### src/rtl/hwy_cntry_light_ctrl.sv
// Highway/country intersection lamp controller with dwell timers, all-red clearance and synchronised sensor.
// Latency: sensor to lamp change is 3 edges once the highway minimum green has elapsed; lamps are registered.
// Backpressure: none; the sensor is level-sampled every cycle. Optional MAX_GREEN_EN caps the country green.
module hwy_cntry_light_ctrl #(
    parameter int YEL_CYC       = 3,
    parameter int ALLRED_CYC    = 2,
    parameter int MIN_GRN_CYC   = 4,
    parameter int MAX_CNTRY_CYC = 8,
    parameter int CNT_W         = 4
) (
    input  logic       clock,
    input  logic       clear_n,
    input  logic       x,
    output logic [1:0] hwy,
    output logic [1:0] cntry,
    output logic [2:0] phase
);

    typedef enum logic [2:0] {
        HG  = 3'd0,
        HY  = 3'd1,
        AR1 = 3'd2,
        CG  = 3'd3,
        CY  = 3'd4,
        AR2 = 3'd5
    } state_t;

    localparam logic [1:0] LAMP_RED = 2'd0;
    localparam logic [1:0] LAMP_YEL = 2'd1;
    localparam logic [1:0] LAMP_GRN = 2'd2;

    // Timer values compared against on the last cycle of each dwell.
    localparam logic [CNT_W-1:0] YEL_LAST = CNT_W'(YEL_CYC - 1);
    localparam logic [CNT_W-1:0] AR_LAST  = CNT_W'(ALLRED_CYC - 1);
    localparam logic [CNT_W-1:0] MIN_LAST = CNT_W'(MIN_GRN_CYC - 1);
    localparam logic [CNT_W-1:0] MAX_LAST = CNT_W'(MAX_CNTRY_CYC - 1);

`ifdef MAX_GREEN_EN
    localparam bit MAX_EN = 1'b1;
`else
    localparam bit MAX_EN = 1'b0;
`endif

    state_t           state_q, state_d;
    logic [CNT_W-1:0] timer_q, timer_d;
    logic             x_meta_q, x_s_q;
    logic [1:0]       hwy_q, hwy_d;
    logic [1:0]       cntry_q, cntry_d;
    logic [2:0]       phase_q;
    logic             cg_cap;

    // Country green hits its ceiling only when the cap is compiled in.
    assign cg_cap = MAX_EN && (timer_q == MAX_LAST);

    // Two-flop synchroniser for the asynchronous car sensor.
    always_ff @(posedge clock or negedge clear_n) begin
        if (!clear_n) begin
            x_meta_q <= 1'b0;
            x_s_q    <= 1'b0;
        end else begin
            x_meta_q <= x;
            x_s_q    <= x_meta_q;
        end
    end

    // Next-state, dwell timer and lamp decode from the pre-edge timer value.
    always_comb begin
        state_d = state_q;
        timer_d = timer_q;
        hwy_d   = LAMP_RED;
        cntry_d = LAMP_RED;

        case (state_q)
            HG:      if (x_s_q && (timer_q >= MIN_LAST)) state_d = HY;
            HY:      if (timer_q == YEL_LAST)            state_d = AR1;
            AR1:     if (timer_q == AR_LAST)             state_d = CG;
            CG:      if ((!x_s_q && (timer_q >= MIN_LAST)) || cg_cap) state_d = CY;
            CY:      if (timer_q == YEL_LAST)            state_d = AR2;
            AR2:     if (timer_q == AR_LAST)             state_d = HG;
            default: state_d = HG;
        endcase

        // Restart on state entry; otherwise count and hold at all-ones.
        if (state_d != state_q) begin
            timer_d = '0;
        end else if (timer_q != '1) begin
            timer_d = timer_q + 1'b1;
        end

        // Lamps follow the state being entered so they move with the state register.
        case (state_d)
            HG:      hwy_d   = LAMP_GRN;
            HY:      hwy_d   = LAMP_YEL;
            CG:      cntry_d = LAMP_GRN;
            CY:      cntry_d = LAMP_YEL;
            default: begin
                hwy_d   = LAMP_RED;
                cntry_d = LAMP_RED;
            end
        endcase
    end

    // State, timer and registered lamp/phase outputs.
    always_ff @(posedge clock or negedge clear_n) begin
        if (!clear_n) begin
            state_q <= HG;
            timer_q <= '0;
            hwy_q   <= LAMP_GRN;
            cntry_q <= LAMP_RED;
            phase_q <= 3'd0;
        end else begin
            state_q <= state_d;
            timer_q <= timer_d;
            hwy_q   <= hwy_d;
            cntry_q <= cntry_d;
            phase_q <= state_d;
        end
    end

    assign hwy   = hwy_q;
    assign cntry = cntry_q;
    assign phase = phase_q;

endmodule

### config.mk
export PLATFORM = sky130hd
export DESIGN_NAME = hwy_cntry_light_ctrl
export DESIGN_NICKNAME = d
export VERILOG_FILES = /design/src/rtl/hwy_cntry_light_ctrl.sv
export SDC_FILE = /design/constraint.sdc
export NUM_CORES = 1
export LEC_CHECK = 0
export CORE_ASPECT_RATIO = 1.5
export CORE_MARGIN = 3
export CORE_UTILIZATION = 30
export CTS_BUF_LIST = sky130_fd_sc_hd__clkbuf_16
export CTS_CLUSTER_SIZE = 12
export DETAILED_ROUTE_END_ITERATION = 6
export SYNTH_ARGS = -nofsm -noshare
export SYNTH_HDL_FRONTEND = slang
export SYNTH_SLANG_ARGS = --single-unit
### constraint.sdc
create_clock -name clock -period 4.7 [get_ports clock]
set_clock_uncertainty 0.1 [all_clocks]
set_input_delay 0.94 -clock clock [delete_from_list [all_inputs] [get_ports clock]]
set_output_delay 0.94 -clock clock [all_outputs]
set_load 0.02 [all_outputs]
==> flow_summary_export.csv, run 1 <==
group,metric,value,unit
worst_setup_path,cp_top_family,"buffers and inverters",
detailed_routing,vias_per_cell,5.26,
detailed_routing,wl,1.33,mm
yosys,synth_ff_type,"dfrtp_1",
yosys,asyncSetResetFlopFracSynth,1.00,
global_route,grt.overflow.total,0,
worst_setup_path,r2r_start,"timer_q[1]$_DFFE_PN0P_",
worst_setup_path,crit_type,"reg -> out",
power_and_ir_drop,p_comb_frac,0.454,
worst_setup_path,critPathLaunch,"phase[0]$_DFF_PN0_",
global_route,grt_pass1_wl,2.34,mm
hold_path,holdCritPathClass,"reg -> reg",
yosys,synth.top_cells.by_count,"dfrtp_1, nor2_1, inv_1",
die,die_h,65.9,microns
global_route,grt_use_total,0.104,
worst_setup_path,crit_path_end_kind,"primary output",
sta,period_share,0.529,
clocking,path_clk_slew,40,ps
cells_and_area,layout.nets,82,
power_and_ir_drop,seq_power_share,0.309,
die,num_rows,21,
worst_setup_path,reg2reg_depth,6,
detailed_routing,drt-initial-drc-count,5,
worst_setup_path,cpPeakStageDelay,670,ps
global_route,grt_max_degree,14,
power_and_ir_drop,p_int,411,uW
clocking,root_buffer,"clkbuf_16",
power_and_ir_drop,total_power,661,uW
yosys,synthTopCellsByArea,"dfrtp_1, ha_1, a32oi_4",
hold_path,hold_path_startpoint,"x_meta_q$_DFF_PN0_",
cells_and_area,multi_input_area,359,sq um
die,start_util,0.317,
die,die_w,45.9,microns
global_route,antenna_found_initial,0,
cells_and_area,antennaDiodeCount,0,
power_and_ir_drop,pwr-share-clk,0.237,
detailed_routing,vias,515,
clocking,cts_hold_buffers,0,
yosys,synth_edf_count,0,
global_route,first_global_vias,540,
yosys,netlist_instances,65,
yosys,yosysTopAreaCellShare,0.419,
placement,place_congestion,0.771,
sta,max_freq,402,MHz
clocking,postCtsSetupBuffers,0,
detailed_routing,route.detailed.drc,0,
run,maxCapViolCount,0,
worst_setup_path,crit_slowest_cell,"clkdlybuf4s50_1",
power_and_ir_drop,p_leak,0.000393,uW
yosys,synth.most_common_cell,"dfrtp_1",
worst_setup_path,critPathBufInv,1,
yosys,ys_seq_area_frac,0.455,
cells_and_area,seqCellArea,327,sq um
sta,hold_violations,0,
clocking,clock_sinks,13,
detailed_routing,ant_nets,0,
worst_setup_path,worstPathArrival,1450,ps
cells_and_area,syn2layout_area_growth,26.0,%
clocking,cts_tree,"built",
cells_and_area,layout-drive-gt1-share,0.200,
sta,setup-violations-final,0,
power_and_ir_drop,ir_drop,318,uV
placement,dpl.hpwl,1.00,mm
yosys,syn-cell-area,717,sq um
worst_setup_path,cp.depth,1,
yosys,ys_types,32,
worst_setup_path,path_cells,"clkdlybuf4s50_1",
clocking,htreeDepth,1,
yosys,ys_ff_latch,13,
worst_setup_path,startpoint_type,"flop",
yosys,syn_nets,71,
yosys,yosysWarningCount,0,
clocking,insertion_delay,240,ps
cells_and_area,final_util,0.400,
clocking,clock_path_buffers,2,
power_and_ir_drop,switching_power,250,uW
clocking,cts_buffers,3,
sta,grt_setup_unrepaired,"no",
cells_and_area,num-fill-cells,218,
sta,max_slew.worst_pin.slew,595,ps
worst_setup_path,path_max_fanout,11,
die,coreArea,2260,sq um
sta,setup_tns,0,ps
hold_path,holdPathStages,0,
sta,slew_viol_final,0,
yosys,synth_top_cell_by_area,"dfrtp_1",
detailed_routing,avgRoutedWirePerCell,13.6,microns
power_and_ir_drop,p_sw_frac,0.379,
run_status,status,"finished, final reports clean",
worst_setup_path,crit_required,3660,ps
placement,port_buffers,9,
clocking,cts_resized,0,
power_and_ir_drop,power.density,732,nW/um^2
die,ios,10,
detailed_routing,drtPass1Iterations,5,
sta,min_period,2490,ps
die,fp.dieArea,3020,sq um
yosys,syn_avg_cell_area,11.0,sq um
sta,slew_headroom,0.602,
## layout make-up
type,instances,area share
clock buffer,3,0.0831
clock inverter,1,0.00554
inverter,5,0.0208
multi-input combinational,44,0.398
sequential,13,0.361
tap,23,0.0319
timing repair buffer,9,0.0997
## cell families after synthesis
logic type,Yosys count,share of synthesized area
compound gates,15,0.187
flops,13,0.456
simple gates,24,0.234
mux,1,0.0157
xor+xnor,1,0.0122
buf+inv,8,0.0436
fa+ha+maj,3,0.0524
## through the flow
stage               hold slack (ps)  worst slack, ps  instance area (sq um)  cells
floorplan                       231             2880                    717     65
global placement                232             2480                    823     94
detailed placement              236             2460                    823     94
CTS                             246             2200                    903     98
global route                    252             2160                    903     98
finish                          245             2210                    903     98
## worst paths after layout
| check | to | slack [ps] |
|---|---|---|
| max reg2reg | timer_q[2]$_DFFE_PN0P_ | 2730 |
| min in group asynchronous | cntry[1]$_DFF_PN0_ | 980 |
| min | x_s_q$_DFF_PN0_ | 240 |
| max in group asynchronous | hwy[0]$_DFF_PN0_ | 3140 |
| min reg2reg | x_s_q$_DFF_PN0_ | 240 |
| max | phase[0] | 2210 |
## sequential cells by signal, indices dropped and copies added, names as in the netlist
name	count
cntry	2
hwy	2
phase	3
timer_q	4
x_meta_q	1
x_s_q	1
## power by group through the flow
stage,clock network [uW],registers [uW],logic (uW)
floorplan,0,209,211
global placement,0,202,301
detailed placement,0,206,304
CTS,162,204,306
global route,169,211,331
finish,157,204,300
## cell usage in the layout, fill, tap and decap left out, drive strengths merged, types with 2 or more instances in the layout
| cell | netlist | final |
|---|---|---|
| ha | 3 | 3 |
| o21ai | 4 | 4 |
| clkbuf | 2 | 3 |
| clkdlybuf4s50 | 0 | 9 |
| inv | 5 | 5 |
| nand3 | 2 | 2 |
| or3b | 2 | 2 |
| dfrtp | 12 | 12 |
| nand2 | 3 | 3 |
| nor2 | 6 | 6 |
| nor2b | 2 | 2 |
| a21oi | 4 | 4 |
| nor4b | 2 | 2 |
## metal layers
layer,vias up,global-route usage,part of all wire
li1,249,-,-
met1,252,0.111,0.42
met2,12,0.181,0.54
met3,2,0.0245,0.038
met4,0,0.0534,0.0075
met5,-,0,0
(Power assumes the default switching activity.)
==> inputs of run 2 (changes only) <==
clock period = 2.2 ns   (was 4.7 ns; I/O delays follow)
==> flow_summary_export.csv, run 2 (synthesized netlist as in run 1, its figures left out) <==
group,metric,value,unit
run_status,status,"finished, final reports clean",
global_route,grt.overflow.total,0,
sta,worst_slack,191,ps
worst_setup_path,critPathBufInv,1,
power_and_ir_drop,ir_drop,597,uV
hold_path,holdCritPathClass,"reg -> reg",
die,fp.dieArea,3020,sq um
power_and_ir_drop,p_leak,0.000395,uW
clocking,clock_sinks,13,
cells_and_area,fin_area,902,sq um
clocking,clock_path_buffers,2,
cells_and_area,layout_commonest_cell,"dfrtp_1",
sta,max_freq,498,MHz
sta,setup_tns,0,ps
cells_and_area,seqCellArea,327,sq um
hold_path,min_to,"x_s_q$_DFF_PN0_",
global_route,first_global_vias,534,
clocking,cts_hold_buffers,0,
cells_and_area,syn2layout_area_growth,25.8,%
detailed_routing,drtPass1Iterations,4,
worst_setup_path,cp_top_family,"buffers and inverters",
die,coreArea,2260,sq um
worst_setup_path,cpPeakStageDelay,680,ps
die,start_util,0.317,
worst_setup_path,reg2reg_depth,5,
sta,grt_setup_unrepaired,"no",
worst_setup_path,regToRegEndpoint,"timer_q[2]$_DFFE_PN0P_",
global_route,grt_use_total,0.110,
worst_setup_path,startpoint_type,"flop",
worst_setup_path,crit_required,1660,ps
hold_path,hold_path_startpoint,"x_meta_q$_DFF_PN0_",
worst_setup_path,path_max_fanout,11,
sta,min_period,2010,ps
worst_setup_path,crit_path_end_kind,"primary output",
worst_setup_path,reg2reg_slack,250,ps
sta,setup-violations-final,0,
worst_setup_path,crit_type,"reg -> out",
worst_setup_path,crit_slowest_cell,"clkdlybuf4s50_1",
die,ios,10,
detailed_routing,wl,1.32,mm
sta,slew_viol_final,0,
sta,slew_headroom,0.613,
detailed_routing,ant_nets,0,
clocking,root_buffer,"clkbuf_16",
cells_and_area,num-fill-cells,226,
global_route,grt_max_degree,14,
placement,placed_area,823,sq um
clocking,path_clk_slew,40,ps
cells_and_area,layout-drive-gt1-share,0.187,
cells_and_area,top_register,"timer_q",
power_and_ir_drop,total_power,1410,uW
sta,hold_violations,0,
clocking,postCtsSetupBuffers,0,
global_route,antenna_found_initial,0,
clocking,insertion_delay,240,ps
die,num_rows,21,
die,die_h,65.9,microns
cells_and_area,layout.nets,82,
cells_and_area,antennaDiodeCount,0,
placement,dpl.hpwl,983,microns
detailed_routing,vias,520,
detailed_routing,vias_per_cell,5.31,
worst_setup_path,worstPathArrival,1470,ps
detailed_routing,route.detailed.drc,0,
sta,period_share,0.913,
clocking,cts_tree,"built",
power_and_ir_drop,power.density,1560,nW/um^2
die,die_w,45.9,microns
hold_path,holdPathStages,0,
global_route,grt_pass1_wl,2.30,mm
detailed_routing,drt-initial-drc-count,14,
clocking,cts_buffers,3,
placement,place_congestion,0.677,
clocking,htreeDepth,1,
sta,max_slew.worst_pin.slew,578,ps
clocking,cts_resized,0,
detailed_routing,avgRoutedWirePerCell,13.5,microns
cells_and_area,layoutNonFillerInstCount,98,
run,maxCapViolCount,0,
placement,port_buffers,9,
placement,placed_cells,94,
worst_setup_path,path_cells,"clkdlybuf4s50_1",
cells_and_area,layout_common_cells,"dfrtp_1, clkdlybuf4s50_1, inv_1, nor2_1, a21oi_1",
worst_setup_path,r2r_start,"timer_q[0]$_DFFE_PN0P_",
cells_and_area,largest_reg_flops,4,
cells_and_area,multi_input_area,359,sq um
placement,place_ws,250,ps
run 2: routing by layer:
metal	track usage	up-vias	share of wire
met2	0.166	12	0.51
met5	0	-	0
met3	0.0245	4	0.051
met1	0.120	253	0.39
met4	0.107	0	0.042
li1	-	251	-
run 2: worst max path at each step:
stage | slack (ps) | endpoint | cells past startpoint | start
finish | 190 | phase[0] | 1 | phase[0]$_DFF_PN0_
global placement | 290 | timer_q[2]$_DFFE_PN0P_ | 5 | timer_q[0]$_DFFE_PN0P_
CTS | 170 | phase[0] | 1 | phase[0]$_DFF_PN0_
detailed placement | 250 | timer_q[2]$_DFFE_PN0P_ | 5 | timer_q[0]$_DFFE_PN0P_
global route | 90 | timer_q[2]$_DFFE_PN0P_ | 5 | timer_q[0]$_DFFE_PN0P_
floorplan | 380 | timer_q[2]$_DFFE_PN0P_ | 5 | timer_q[0]$_DFFE_PN0P_
run 2: layout make-up:
cell class / count / share of cell area
Clock buffer: 3 / 0.0832
Clock inverter: 1 / 0.00416
Inverter: 5 / 0.0208
Multi-Input combinational cell: 44 / 0.398
Sequential cell: 13 / 0.362
Tap cell: 23 / 0.0319
Timing Repair Buffer: 9 / 0.0999
run 2: power breakdown:
| group | total [uW] | leakage (uW) | switching, uW | internal (uW) |
|---|---|---|---|---|
| sequential | 438 | 0.000165 | 110 | 328 |
| clock | 341 | 0.0000423 | 101 | 240 |
| combinational | 632 | 0.000187 | 324 | 308 |
run 2: metrics by stage:
| stage | utilization | hold WS [ps] |
|---|---|---|
| 2_1_floorplan | - | 44.4 |
| 3_3_place_gp | 0.364 | 232 |
| 3_5_place_dp | 0.364 | 236 |
| 4_1_cts | 0.399 | 246 |
| 5_1_grt | 0.399 | 257 |
| 6_report | 0.399 | 243 |
==> inputs of run 3 (changes only) <==
GPL_TIMING_DRIVEN = 0   (was unset)
==> flow_summary_export.csv, run 3 (synthesized netlist as in run 1, its figures left out) <==
group,metric,value,unit
power_and_ir_drop,p_leak,0.000400,uW
sta,max_slew.worst_pin.slew,583,ps
clocking,htreeDepth,1,
cells_and_area,layout.nets,85,
die,ios,10,
sta,whs,246,ps
die,die_w,45.9,microns
cells_and_area,syn2layout_area_growth,27.7,%
clocking,cts_resized,0,
sta,period_share,0.901,
sta,setup_tns,0,ps
hold_path,holdCritPathClass,"reg -> reg",
cells_and_area,layout_common_cells,"dfrtp_1, clkdlybuf4s50_1, nor2_1",
worst_setup_path,worstPathArrival,2040,ps
clocking,cts_tree,"built",
die,fp.dieArea,3020,sq um
placement,port_buffers,9,
clocking,cts_buffers,3,
global_route,grt_pass1_wl,2.20,mm
cells_and_area,top_register,"timer_q",
worst_setup_path,path_max_fanout,5,
cells_and_area,multi_input_area,359,sq um
cells_and_area,largest_reg_flops,4,
detailed_routing,wl,1.30,mm
worst_setup_path,startpoint_type,"flop",
worst_setup_path,crit_slowest_cell,"dfrtp_1",
clocking,clock_sinks,13,
detailed_routing,vias,545,
clocking,insertion_delay,240,ps
detailed_routing,drtPass1Iterations,4,
sta,setup-violations-final,0,
worst_setup_path,crit_type,"reg -> reg",
die,num_rows,21,
die,die_h,65.9,microns
power_and_ir_drop,ir_drop,683,uV
detailed_routing,avgRoutedWirePerCell,12.8,microns
worst_setup_path,cpPeakStageDelay,430,ps
sta,slew_headroom,0.610,
clocking,clock_path_buffers,2,
run_status,status,"finished, final reports clean",
clocking,path_clk_slew,40,ps
placement,dpl.hpwl,972,microns
global_route,grt_use_total,0.100,
cells_and_area,layoutNonFillerInstCount,101,
global_route,grt_max_degree,14,
clocking,root_buffer,"clkbuf_16",
global_route,first_global_vias,475,
detailed_routing,ant_nets,0,
cells_and_area,layout_commonest_cell,"dfrtp_1",
global_route,antenna_found_initial,0,
placement,placed_cells,97,
detailed_routing,drt-initial-drc-count,13,
cells_and_area,seqCellArea,327,sq um
power_and_ir_drop,power.density,1560,nW/um^2
die,coreArea,2260,sq um
cells_and_area,final_util,0.405,
sta,min_period,1980,ps
run,maxCapViolCount,0,
worst_setup_path,crit_required,2250,ps
die,start_util,0.317,
cells_and_area,num-fill-cells,220,
cells_and_area,antennaDiodeCount,0,
clocking,cts_hold_buffers,0,
sta,grt_setup_unrepaired,"no",
worst_setup_path,crit_path_end_kind,"flop",
detailed_routing,route.detailed.drc,0,
placement,place_congestion,0.732,
detailed_routing,vias_per_cell,5.40,
clocking,postCtsSetupBuffers,0,
global_route,grt.overflow.total,0,
sta,max_freq,505,MHz
cells_and_area,layout-drive-gt1-share,0.205,
sta,hold_violations,0,
worst_setup_path,path_cells,"ha_1, or3_4, a311oi_1, o21ai_1, a211oi_2",
sta,slew_viol_final,0,
-- run 3: metal layers --
metal	vias to the layer above	part of all wire	GRT usage
met1	267	0.41	0.116
met2	15	0.51	0.162
li1	258	-	-
met3	5	0.049	0.0245
met5	-	0	0
met4	0	0.029	0.0534
-- run 3: worst paths after layout --
| path | slack, ps | end | depth (start not counted) | from |
|---|---|---|---|---|
| min reg2reg | 250 | x_s_q$_DFF_PN0_ | 0 | x_meta_q$_DFF_PN0_ |
| min | 250 | x_s_q$_DFF_PN0_ | 0 | x_meta_q$_DFF_PN0_ |
| max | 220 | timer_q[2]$_DFFE_PN0P_ | 5 | timer_q[0]$_DFFE_PN0P_ |
| max in group asynchronous | 1150 | timer_q[1]$_DFFE_PN0P_ | 1 | clear_n |
| max reg2reg | 220 | timer_q[2]$_DFFE_PN0P_ | 5 | timer_q[0]$_DFFE_PN0P_ |
| min in group asynchronous | 470 | hwy[0]$_DFF_PN0_ | 1 | clear_n |
-- run 3: power by group --
group          total (uW)  internal, uW  switching, uW
clock network         341           242           99.5
registers             386           329           57.4
logic                 704           320            385
-- run 3: critical path, delay by kind of cell (launching register included) --
family                   cells  cell delay (ps)
AND/OR/NAND/NOR              1              370
flip-flops                   1              430
adder cells (fa/ha/maj)      1              270
AO/OA/AOI/OAI                3              720
-- run 3: stage by stage --
stage | cell area [sq um] | total power (uW) | setup WS [ps]
after floorplan | 717 | 898 | 384
after global placement | 836 | 1090 | 253
after detailed placement | 836 | 1100 | 215
after CTS | 916 | 1450 | 206
after global routing | 916 | 1540 | 133
final | 916 | 1430 | 218
-- run 3: final cells by class --
type	count	area share
multi-input cells	44	0.392
flip-flops and latches	13	0.357
repair buffers	9	0.0984
clock buffers	3	0.0820
well taps	23	0.0314
inverters	5	0.0205
plain buffers	3	0.0137
clock inverters	1	0.00546
